--- src/rtl/spi_cs_arbiter_if.sv ---
// rtl/spi_cs_arbiter_if.sv - requester and engine signal bundle for spi_cs_arbiter
interface spi_cs_arbiter_if #(
    parameter int NUM_REQ  = 4,
    parameter int BYTE_LEN = 8
);
    logic [NUM_REQ-1:0]          req_valid;
    logic [NUM_REQ-1:0]          req_last;
    logic [NUM_REQ*BYTE_LEN-1:0] req_data;
    logic [NUM_REQ-1:0]          req_ready;
    logic [NUM_REQ-1:0]          rsp_valid;
    logic [BYTE_LEN-1:0]         rsp_data;
    logic                        hold_timeout;
    logic                        eng_start;
    logic [BYTE_LEN-1:0]         eng_tx_data;
    logic [NUM_REQ-1:0]          eng_cs_sel;
    logic                        eng_busy;
    logic                        eng_done;
    logic [BYTE_LEN-1:0]         eng_rx_data;

    modport slave (
        input  req_valid, req_last, req_data, eng_busy, eng_done, eng_rx_data,
        output req_ready, rsp_valid, rsp_data, hold_timeout,
               eng_start, eng_tx_data, eng_cs_sel
    );

    modport master (
        output req_valid, req_last, req_data, eng_busy, eng_done, eng_rx_data,
        input  req_ready, rsp_valid, rsp_data, hold_timeout,
               eng_start, eng_tx_data, eng_cs_sel
    );
endinterface

--- src/rtl/spi_cs_arbiter.sv ---
// rtl/spi_cs_arbiter.sv - round-robin chip-select arbiter sharing one SPI byte engine
module spi_cs_arbiter #(
    parameter int NUM_REQ  = 4,
    parameter int BYTE_LEN = 8,
    parameter int CS_GAP   = 2,
    parameter int HOLD_MAX = 64
) (
    input  logic             clk,
    input  logic             rst_n,
    spi_cs_arbiter_if.slave  bus
);
    localparam int IDX_W    = $clog2(NUM_REQ);
    localparam int STARVE_W = $clog2(HOLD_MAX + 1);
    localparam int GAP_W    = $clog2(CS_GAP + 1);

    typedef enum logic [1:0] {S_IDLE, S_SEND, S_WAIT, S_GAP} state_t;

    state_t               state, state_nx;
    logic [IDX_W-1:0]     grant;
    logic [IDX_W-1:0]     ptr;
    logic [IDX_W-1:0]     pick;
    logic                 last_q;
    logic [STARVE_W-1:0]  starve_cnt;
    logic [GAP_W-1:0]     gap_cnt;
    logic [NUM_REQ-1:0]   cs_sel;
    logic                 start_q;
    logic [BYTE_LEN-1:0]  tx_q;
    logic [NUM_REQ-1:0]   rsp_valid_q;
    logic [BYTE_LEN-1:0]  rsp_data_q;
    logic                 hold_q;

    logic                 any_req;
    logic                 accept;
    logic                 starve_hit;
    logic                 gap_done;
    logic [IDX_W-1:0]     grant_inc;

    // Scan offsets high to low so the lowest offset from ptr is the one that sticks.
    always_comb begin
        pick = ptr;
        for (int k = NUM_REQ - 1; k >= 0; k--) begin
            int idx;
            idx = int'(ptr) + k;
            if (idx >= NUM_REQ) idx = idx - NUM_REQ;
            if (bus.req_valid[idx]) pick = IDX_W'(idx);
        end
    end

    assign any_req    = |bus.req_valid;
    assign accept     = (state == S_SEND) && bus.req_valid[grant] && !bus.eng_busy;
    assign starve_hit = (state == S_SEND) && !bus.req_valid[grant] &&
                        (starve_cnt == STARVE_W'(HOLD_MAX - 1));
    assign gap_done   = (gap_cnt == GAP_W'(CS_GAP));
    assign grant_inc  = (grant == IDX_W'(NUM_REQ - 1)) ? '0 : grant + 1'b1;

    always_comb begin
        bus.req_ready = '0;
        if (accept) bus.req_ready[grant] = 1'b1;
    end

    always_comb begin
        state_nx = state;
        case (state)
            S_IDLE: if (any_req) state_nx = S_SEND;
            S_SEND: begin
                if (accept)          state_nx = S_WAIT;
                else if (starve_hit) state_nx = S_GAP;
            end
            S_WAIT: if (bus.eng_done) state_nx = last_q ? S_GAP : S_SEND;
            S_GAP:  if (gap_done) state_nx = S_IDLE;
            default: state_nx = S_IDLE;
        endcase
    end

    always_ff @(posedge clk or negedge rst_n) begin
        if (!rst_n) state <= S_IDLE;
        else        state <= state_nx;
    end

    always_ff @(posedge clk or negedge rst_n) begin
        if (!rst_n) begin
            grant       <= '0;
            ptr         <= '0;
            last_q      <= 1'b0;
            starve_cnt  <= '0;
            gap_cnt     <= '0;
            cs_sel      <= '0;
            start_q     <= 1'b0;
            tx_q        <= '0;
            rsp_valid_q <= '0;
            rsp_data_q  <= '0;
            hold_q      <= 1'b0;
        end else begin
            start_q     <= 1'b0;
            rsp_valid_q <= '0;
            hold_q      <= 1'b0;
            case (state)
                S_IDLE: begin
                    if (any_req) begin
                        grant      <= pick;
                        cs_sel     <= NUM_REQ'(1) << pick;
                        starve_cnt <= '0;
                    end
                end
                S_SEND: begin
                    if (accept) begin
                        start_q    <= 1'b1;
                        tx_q       <= bus.req_data[grant*BYTE_LEN +: BYTE_LEN];
                        last_q     <= bus.req_last[grant];
                        starve_cnt <= '0;
                    end else if (starve_hit) begin
                        hold_q  <= 1'b1;
                        gap_cnt <= '0;
                    end else if (!bus.req_valid[grant]) begin
                        starve_cnt <= starve_cnt + 1'b1;
                    end
                end
                S_WAIT: begin
                    if (bus.eng_done) begin
                        rsp_data_q         <= bus.eng_rx_data;
                        rsp_valid_q[grant] <= 1'b1;
                        gap_cnt            <= '0;
                    end
                end
                S_GAP: begin
                    // Select stays up through the response cycle, then drops for CS_GAP cycles.
                    cs_sel <= '0;
                    ptr    <= grant_inc;
                    if (!gap_done) gap_cnt <= gap_cnt + 1'b1;
                end
                default: ;
            endcase
        end
    end

    assign bus.eng_cs_sel   = cs_sel;
    assign bus.eng_start    = start_q;
    assign bus.eng_tx_data  = tx_q;
    assign bus.rsp_valid    = rsp_valid_q;
    assign bus.rsp_data     = rsp_data_q;
    assign bus.hold_timeout = hold_q;
endmodule

--- src/flat_wrapper.sv ---
// flat-port wrapper written by rule: the top's interface ports become plain ports
module spi_cs_arbiter_flat 
#(
    parameter int NUM_REQ  = 4,
    parameter int BYTE_LEN = 8,
    parameter int CS_GAP   = 2,
    parameter int HOLD_MAX = 64
)
  (clk, rst_n, bus_req_valid, bus_req_last, bus_req_data, bus_eng_busy, bus_eng_done, bus_eng_rx_data, bus_req_ready, bus_rsp_valid, bus_rsp_data, bus_hold_timeout, bus_eng_start, bus_eng_tx_data, bus_eng_cs_sel);
  spi_cs_arbiter_if #(.NUM_REQ(NUM_REQ), .BYTE_LEN(BYTE_LEN)) bus_i ();
  input  logic clk;
  input  logic rst_n;
  input wire logic [$bits(bus_i.req_valid)-1:0] bus_req_valid;
  input wire logic [$bits(bus_i.req_last)-1:0] bus_req_last;
  input wire logic [$bits(bus_i.req_data)-1:0] bus_req_data;
  input wire logic [$bits(bus_i.eng_busy)-1:0] bus_eng_busy;
  input wire logic [$bits(bus_i.eng_done)-1:0] bus_eng_done;
  input wire logic [$bits(bus_i.eng_rx_data)-1:0] bus_eng_rx_data;
  output wire logic [$bits(bus_i.req_ready)-1:0] bus_req_ready;
  output wire logic [$bits(bus_i.rsp_valid)-1:0] bus_rsp_valid;
  output wire logic [$bits(bus_i.rsp_data)-1:0] bus_rsp_data;
  output wire logic [$bits(bus_i.hold_timeout)-1:0] bus_hold_timeout;
  output wire logic [$bits(bus_i.eng_start)-1:0] bus_eng_start;
  output wire logic [$bits(bus_i.eng_tx_data)-1:0] bus_eng_tx_data;
  output wire logic [$bits(bus_i.eng_cs_sel)-1:0] bus_eng_cs_sel;
  assign bus_i.req_valid = bus_req_valid;
  assign bus_i.req_last = bus_req_last;
  assign bus_i.req_data = bus_req_data;
  assign bus_i.eng_busy = bus_eng_busy;
  assign bus_i.eng_done = bus_eng_done;
  assign bus_i.eng_rx_data = bus_eng_rx_data;
  assign bus_req_ready = bus_i.req_ready;
  assign bus_rsp_valid = bus_i.rsp_valid;
  assign bus_rsp_data = bus_i.rsp_data;
  assign bus_hold_timeout = bus_i.hold_timeout;
  assign bus_eng_start = bus_i.eng_start;
  assign bus_eng_tx_data = bus_i.eng_tx_data;
  assign bus_eng_cs_sel = bus_i.eng_cs_sel;
  spi_cs_arbiter #(.NUM_REQ(NUM_REQ), .BYTE_LEN(BYTE_LEN), .CS_GAP(CS_GAP), .HOLD_MAX(HOLD_MAX)) u_core (.clk(clk), .rst_n(rst_n), .bus(bus_i));
endmodule
--- config.mk ---
export PLATFORM = sky130hd
export DESIGN_NAME = spi_cs_arbiter_flat
export DESIGN_NICKNAME = d
export VERILOG_FILES = /design/src/rtl/spi_cs_arbiter_if.sv /design/src/rtl/spi_cs_arbiter.sv /design/src/flat_wrapper.sv
export SDC_FILE = /design/constraint.sdc
export NUM_CORES = 1
export LEC_CHECK = 0
export CAP_MARGIN = 0
export CORE_ASPECT_RATIO = 0.9
export CORE_MARGIN = 2
export CORE_UTILIZATION = 47
export DETAILED_ROUTE_END_ITERATION = 10
export GPL_ROUTABILITY_DRIVEN = 0
export PLACE_DENSITY = 0.93
export SLEW_MARGIN = 25
export SYNTH_ARGS = -nofsm -noshare
export SYNTH_HDL_FRONTEND = slang
export SYNTH_SLANG_ARGS = --single-unit
--- constraint.sdc ---
create_clock -name clk -period 6.1 [get_ports clk]
set_input_delay 1.22 -clock clk [delete_from_list [all_inputs] [get_ports clk]]
set_output_delay 1.22 -clock clk [all_outputs]
set_load 0.01 [all_outputs]
# ---- After elaboration in Yosys (flattened, before gate mapping)
# Index checks and enable logic that the tools add are counted.
dict set report totals {
  wordCells 122
  reg_bits 42
  inputBits 52
  out_inout_bits 30
}
dict set report classes {
  shift 2
  reduce_logical 19
  n_addsub 10
  n_eq_ne 15
  muxes 54
  magnitude_cmp 10
}
# operator count
set op_table {}
lappend op_table {{less-than comparator 32 x 4 -> 1 bit (second input constant)} 4}
lappend op_table {{2-to-1 mux 32 bit} 4}
lappend op_table {{greater-or-equal comparator 32 x 4 -> 1 bit (second input constant)} 3}
lappend op_table {{subtractor 32 x 4 -> 32 bit (second input constant)} 3}
lappend op_table {{indexed part select 32 x 6 -> 8 bit} 1}
lappend op_table {{2-to-1 mux 2 bit} 15}
lappend op_table {{2-to-1 mux 7 bit} 4}
lappend op_table {{2-to-1 mux 1 bit} 16}
lappend op_table {{2-to-1 mux 4 bit} 4}
lappend op_table {{one-hot mux 7 bit (2 select lines)} 1}
lappend op_table {{binary-select mux 1 bit (select 2 bit)} 6}
lappend op_table {{equality test 2 bit (second input constant)} 4}
lappend op_table {{one-hot mux 2 bit (4 select lines)} 1}
lappend op_table {{one-hot mux 4 bit (2 select lines)} 1}
lappend op_table {{AND reduction 2 bit} 4}
lappend op_table {{AND reduction 4 bit} 2}
lappend op_table {{adder 7 x 1 -> 7 bit (second input constant)} 1}
lappend op_table {{equality test 7 x 6 -> 1 bit (second input constant)} 1}
lappend op_table {{adder 2 x 2 -> 3 bit (second input constant)} 2}
lappend op_table {{!= test 2 x 1 -> 1 bit (second input constant)} 3}
lappend op_table {{!= test 2 bit (second input constant)} 3}
lappend op_table {{!= test 3 x 2 -> 1 bit (second input constant)} 2}
lappend op_table {{one-hot mux 2 bit (3 select lines)} 1}
lappend op_table {{logical AND 1 bit} 5}
lappend op_table {{other kinds (16)} 19}

# ---- Logic depth before layout (Yosys ltp)
dict set report depth {
  word_depth 13
  mapped_depth 7
  depth_no_buf 6
}

# ---- Worst setup path before layout
# OpenSTA, ideal clock, no wires.
dict set report synth_path {
  path_type {in2out}
  start {input bus_req_valid[3]}
  end {output bus_req_ready[0]}
  required_time_ns 4.880
  path_stages 5
  arrival_time_ns 2.424
  setup_slack_ns 2.456
  path_buffers 2
  cell_sequence {mux4_2 > and3_1 > buf_2 > buf_4 > and2_1}
}
dict set report synth_via {
  elab_chain_cells 5
}
# element line
set synth_rtl {}
lappend synth_rtl {{start: declaration} flat_wrapper.sv:13} ;# input wire logic [$bits(bus_i.req_valid)-1:0] bus_req_valid;
lappend synth_rtl {{binary-select mux 1 bit (select 2 bit)} spi_cs_arbiter.sv:50} ;# assign accept = (state == S_SEND) && bus.req_valid[grant] && !bus.eng_busy;
lappend synth_rtl {{2-to-1 mux 1 bit (not written as such)} spi_cs_arbiter.sv:50}
lappend synth_rtl {{logical AND 1 bit (2 in a row)} spi_cs_arbiter.sv:50}
lappend synth_rtl {{2-to-1 mux 4 bit} spi_cs_arbiter.sv:58} ;# if (accept) bus.req_ready[grant] = 1'b1;
lappend synth_rtl {{end: declaration} flat_wrapper.sv:19} ;# output wire logic [$bits(bus_i.req_ready)-1:0] bus_req_ready;
# No other way between the ends. The select of a mux whose other input is x is not followed.

# ---- Final worst setup path
dict set report layout_path {
  start {input bus_req_valid[1]}
  end {output bus_req_ready[3]}
}
# The elaborated chain is that of the path after synthesis.

==> impl_metrics.tcl <==
set metrics [dict create \
    cts_setup_buffers 0 \
    max_slew_margin_pct 44.7 \
    route.detailed.drc 0 \
    leakagePower_nw 1.32 \
    synthToLayoutAreaGrowth_pct 44.3 \
    worstPathMaxFanout 17 \
    internal-power_mw 0.850 \
    drtIter0Drc 53 \
    grt_antenna_before_repair 0 \
    post_drt_wl_per_cell_um 15.9 \
    cp_common_cell "clkdlybuf4s50_1" \
    grt_max_degree 43 \
    clk_latency_ns 0.29 \
    grtUsageMet3_pct 5.01 \
    power.density_nw_per_um2 415 \
    synthDistinctLibCells 37 \
    ys_ff_latch 42 \
    syn_area_per_cell_um2 11.5 \
    cts_tree "built" \
    yosysTopAreaCell "dfrtp_1" \
    ios 82 \
    r2r-start "u_core.grant[0]" \
    synthArstFlopShare_pct 100 \
    grt_use_total_pct 22.5 \
    synth_area_um2 2160 \
    path_class "input pin to output port" \
    ir_drop_uv 271 \
    fin_setup_tns_ns 0 \
    synth_ff_type "dfrtp_1" \
    slew_violations 0 \
    synth_edf_count 0 \
    antennaDiodeCount 0 \
    vias 1769 \
    cts_resized 0 \
    grt-ovfl-total 0 \
    final_core_util_pct 70.3 \
    drive_gt1_share_pct 13.3 \
    ant_nets 0 \
    synth-seq-area-share_pct 48.7 \
    p_sw_mw 0.445 \
    yosys_warnings 0 \
    hold_path_depth 2 \
    power_frac_seq_pct 38.5 \
    use_met1_pct 25.9 \
    final-hold-violation-count 0 \
    yosysTopAreaCellShare_pct 48.7 \
    cts_root_buffer "clkbuf_8" \
    start_util_pct 48.7 \
    crit_path_max_incr_delay_ns 0.60 \
    holdPathEnd "u_core.bus.eng_cs_sel[2]" \
    hp-class "register to register" \
    cp_cell_sequence "clkdlybuf4s50_1, mux4_2, and3_1, and2_1, clkdlybuf4s50_1" \
    row_count 23 \
    period_share_pct 78.6 \
    timing.rr.end "u_core.starve_cnt[3]" \
    cts_sinks 42 \
    grt_pass1_vias 1863 \
    die_x_um 75.5 \
    arrival_ns 3.57 \
    coreArea_um2 4430 \
    io_buffers 81 \
    grtUsageMet2_pct 40.9 \
    end_kind "output port" \
    hold_buffers 0 \
    report.power.total_mw 1.29 \
    slowest_stage "and3_1" \
    r2r_cells 5 \
    clock_skew_ns 0.00636 \
    synthCells 188 \
    start_kind "input pin" \
    outcome "finished, final reports clean" \
    worst_pin_slew_ns 0.827 \
    nets 327 \
    hpwl_um 4010 \
    grt_pass1_wl_um 8470 \
    viasPerCell 5.33 \
    num-fill-cells 349 \
    cap_viol_max_count 0 \
    clk_path_buf_depth 2 \
    syn-num-nets 246 \
    drt_wl_total_um 5280 \
    firstDrtPassIters 4 \
    pwr-share-comb_pct 45.0 \
    clkSlewWorstSetupHoldPaths_ns 0.07 \
    top_usage_layer "met2" \
    setup_viol 0 \
    switching_share_pct 34.3 \
    h-tree-depth 2 \
    dieArea_um2 5150 \
    dieHeight_um 68.3 \
    hold_start "u_core.bus.eng_cs_sel[2]" \
    max_clock_freq_mhz 209 \
    r2r_slack_ns 3.39 \
    period_needed_ns 4.79 \
    synth.area.top_cells "dfrtp_1, mux2_2, mux4_2" \
    worst_ep_required_time_ns 4.88 \
    pwr-share-clk_pct 16.4 \
    cts_buffers 5 \
    rsz0062_at_grt "false" \
]
## power groups by stage
stage	Sequential, mW	Combinational (mW)	Clock [mW]
2_1_floorplan	0.482	0.347	0
3_3_place_gp	0.497	0.564	0
3_5_place_dp	0.504	0.585	0
4_1_cts	0.500	0.588	0.218
5_1_grt	0.518	0.637	0.233
6_report	0.499	0.583	0.213
## worst max-delay path by stage
| stage | start | endpoint | slack (ns) | depth (start not counted) |
|---|---|---|---|---|
| after floorplan | bus_req_valid[3] | bus_req_ready[0] | 2.46 | 5 |
| after global placement | bus_req_valid[1] | bus_req_ready[1] | 1.40 | 5 |
| after detailed placement | bus_req_valid[1] | bus_req_ready[3] | 1.31 | 5 |
| after CTS | bus_req_valid[1] | bus_req_ready[3] | 1.30 | 5 |
| after global routing | bus_req_valid[1] | bus_req_ready[3] | 1.18 | 5 |
| final | bus_req_valid[1] | bus_req_ready[3] | 1.31 | 5 |
## state kept, by name, indices dropped and copies added (netlist names)
name and cells:
u_core.last_q 1, u_core.ptr 2, u_core.gap_cnt 2, u_core.state 2, u_core.bus.eng_start 1, u_core.bus.eng_tx_data 8
u_core.starve_cnt 7, u_core.grant 2, u_core.bus.rsp_data 8, u_core.bus.hold_timeout 1, u_core.bus.rsp_valid 4, u_core.bus.eng_cs_sel 4
## cells in the final DEF (no fill, tap or decap), types with 9 or more instances in the layout
cell,instances
clkdlybuf4s50_1,80
dfrtp_1,42
nand2_1,19
mux2_2,19
inv_1,11
nor2_1,11
and2_1,10
o21ai_0,10
mux4_2,9
## cell families (layout without fill, tap and decap cells)
group	Yosys count	after routing	synth area share [%]
buf+inv	18	100	3.53
mux	30	30	21.0
flops	42	42	48.7
compound gates	31	31	9.27
fa+ha+maj	6	6	3.48
simple gates	60	60	13.7
xor+xnor	1	1	0.406
## metal layers
| layer | up-vias | part of all wire, % |
|---|---|---|
| met5 | - | 0 |
| met3 | 8 | 9.4 |
| met2 | 74 | 49 |
| li1 | 833 | - |
| met4 | 0 | 1.4 |
| met1 | 854 | 40 |
## worst max-delay path, delay by kind of cell
kind | cells | cell delay (ns)
mux | 1 | 0.38
simple gates | 2 | 0.83
buf+inv | 2 | 1.13
## Yosys cell counts (3+ instances only)
library cell / count
inv_1: 11
nor2_1: 11
ha_1: 6
mux2_2: 19
mux4_2: 9
a21oi_1: 6
nand2_1: 19
nor3_1: 3
clkbuf_1: 3
dfrtp_1: 42
nand3_1: 6
and2_1: 10
a22o_1: 3
nor2b_1: 3
o21ai_0: 10
## layout make-up
class | instances | area (um2) | share of cell area, %
Inverter | 11 | 41.3 | 1.32
Clock inverter | 1 | 30.0 | 0.963
Sequential cell | 42 | 1050 | 33.7
Tap cell | 62 | 77.6 | 2.49
Clock buffer | 7 | 76.3 | 2.45
Timing Repair Buffer | 81 | 808 | 25.9
Multi-Input combinational cell | 128 | 1030 | 33.1
## stage by stage
stage | setup slack [ns] | hold slack, ns | cell area, um2 | std cells
after floorplan | 2.46 | 0.471 | 2160 | 188
after global placement | 1.40 | 0.484 | 3010 | 324
after global routing | 1.18 | 0.526 | 3120 | 332
final | 1.31 | 0.497 | 3120 | 332
after CTS | 1.30 | 0.507 | 3110 | 332
after detailed placement | 1.31 | 0.485 | 3010 | 324
(Power assumes the default switching activity.)
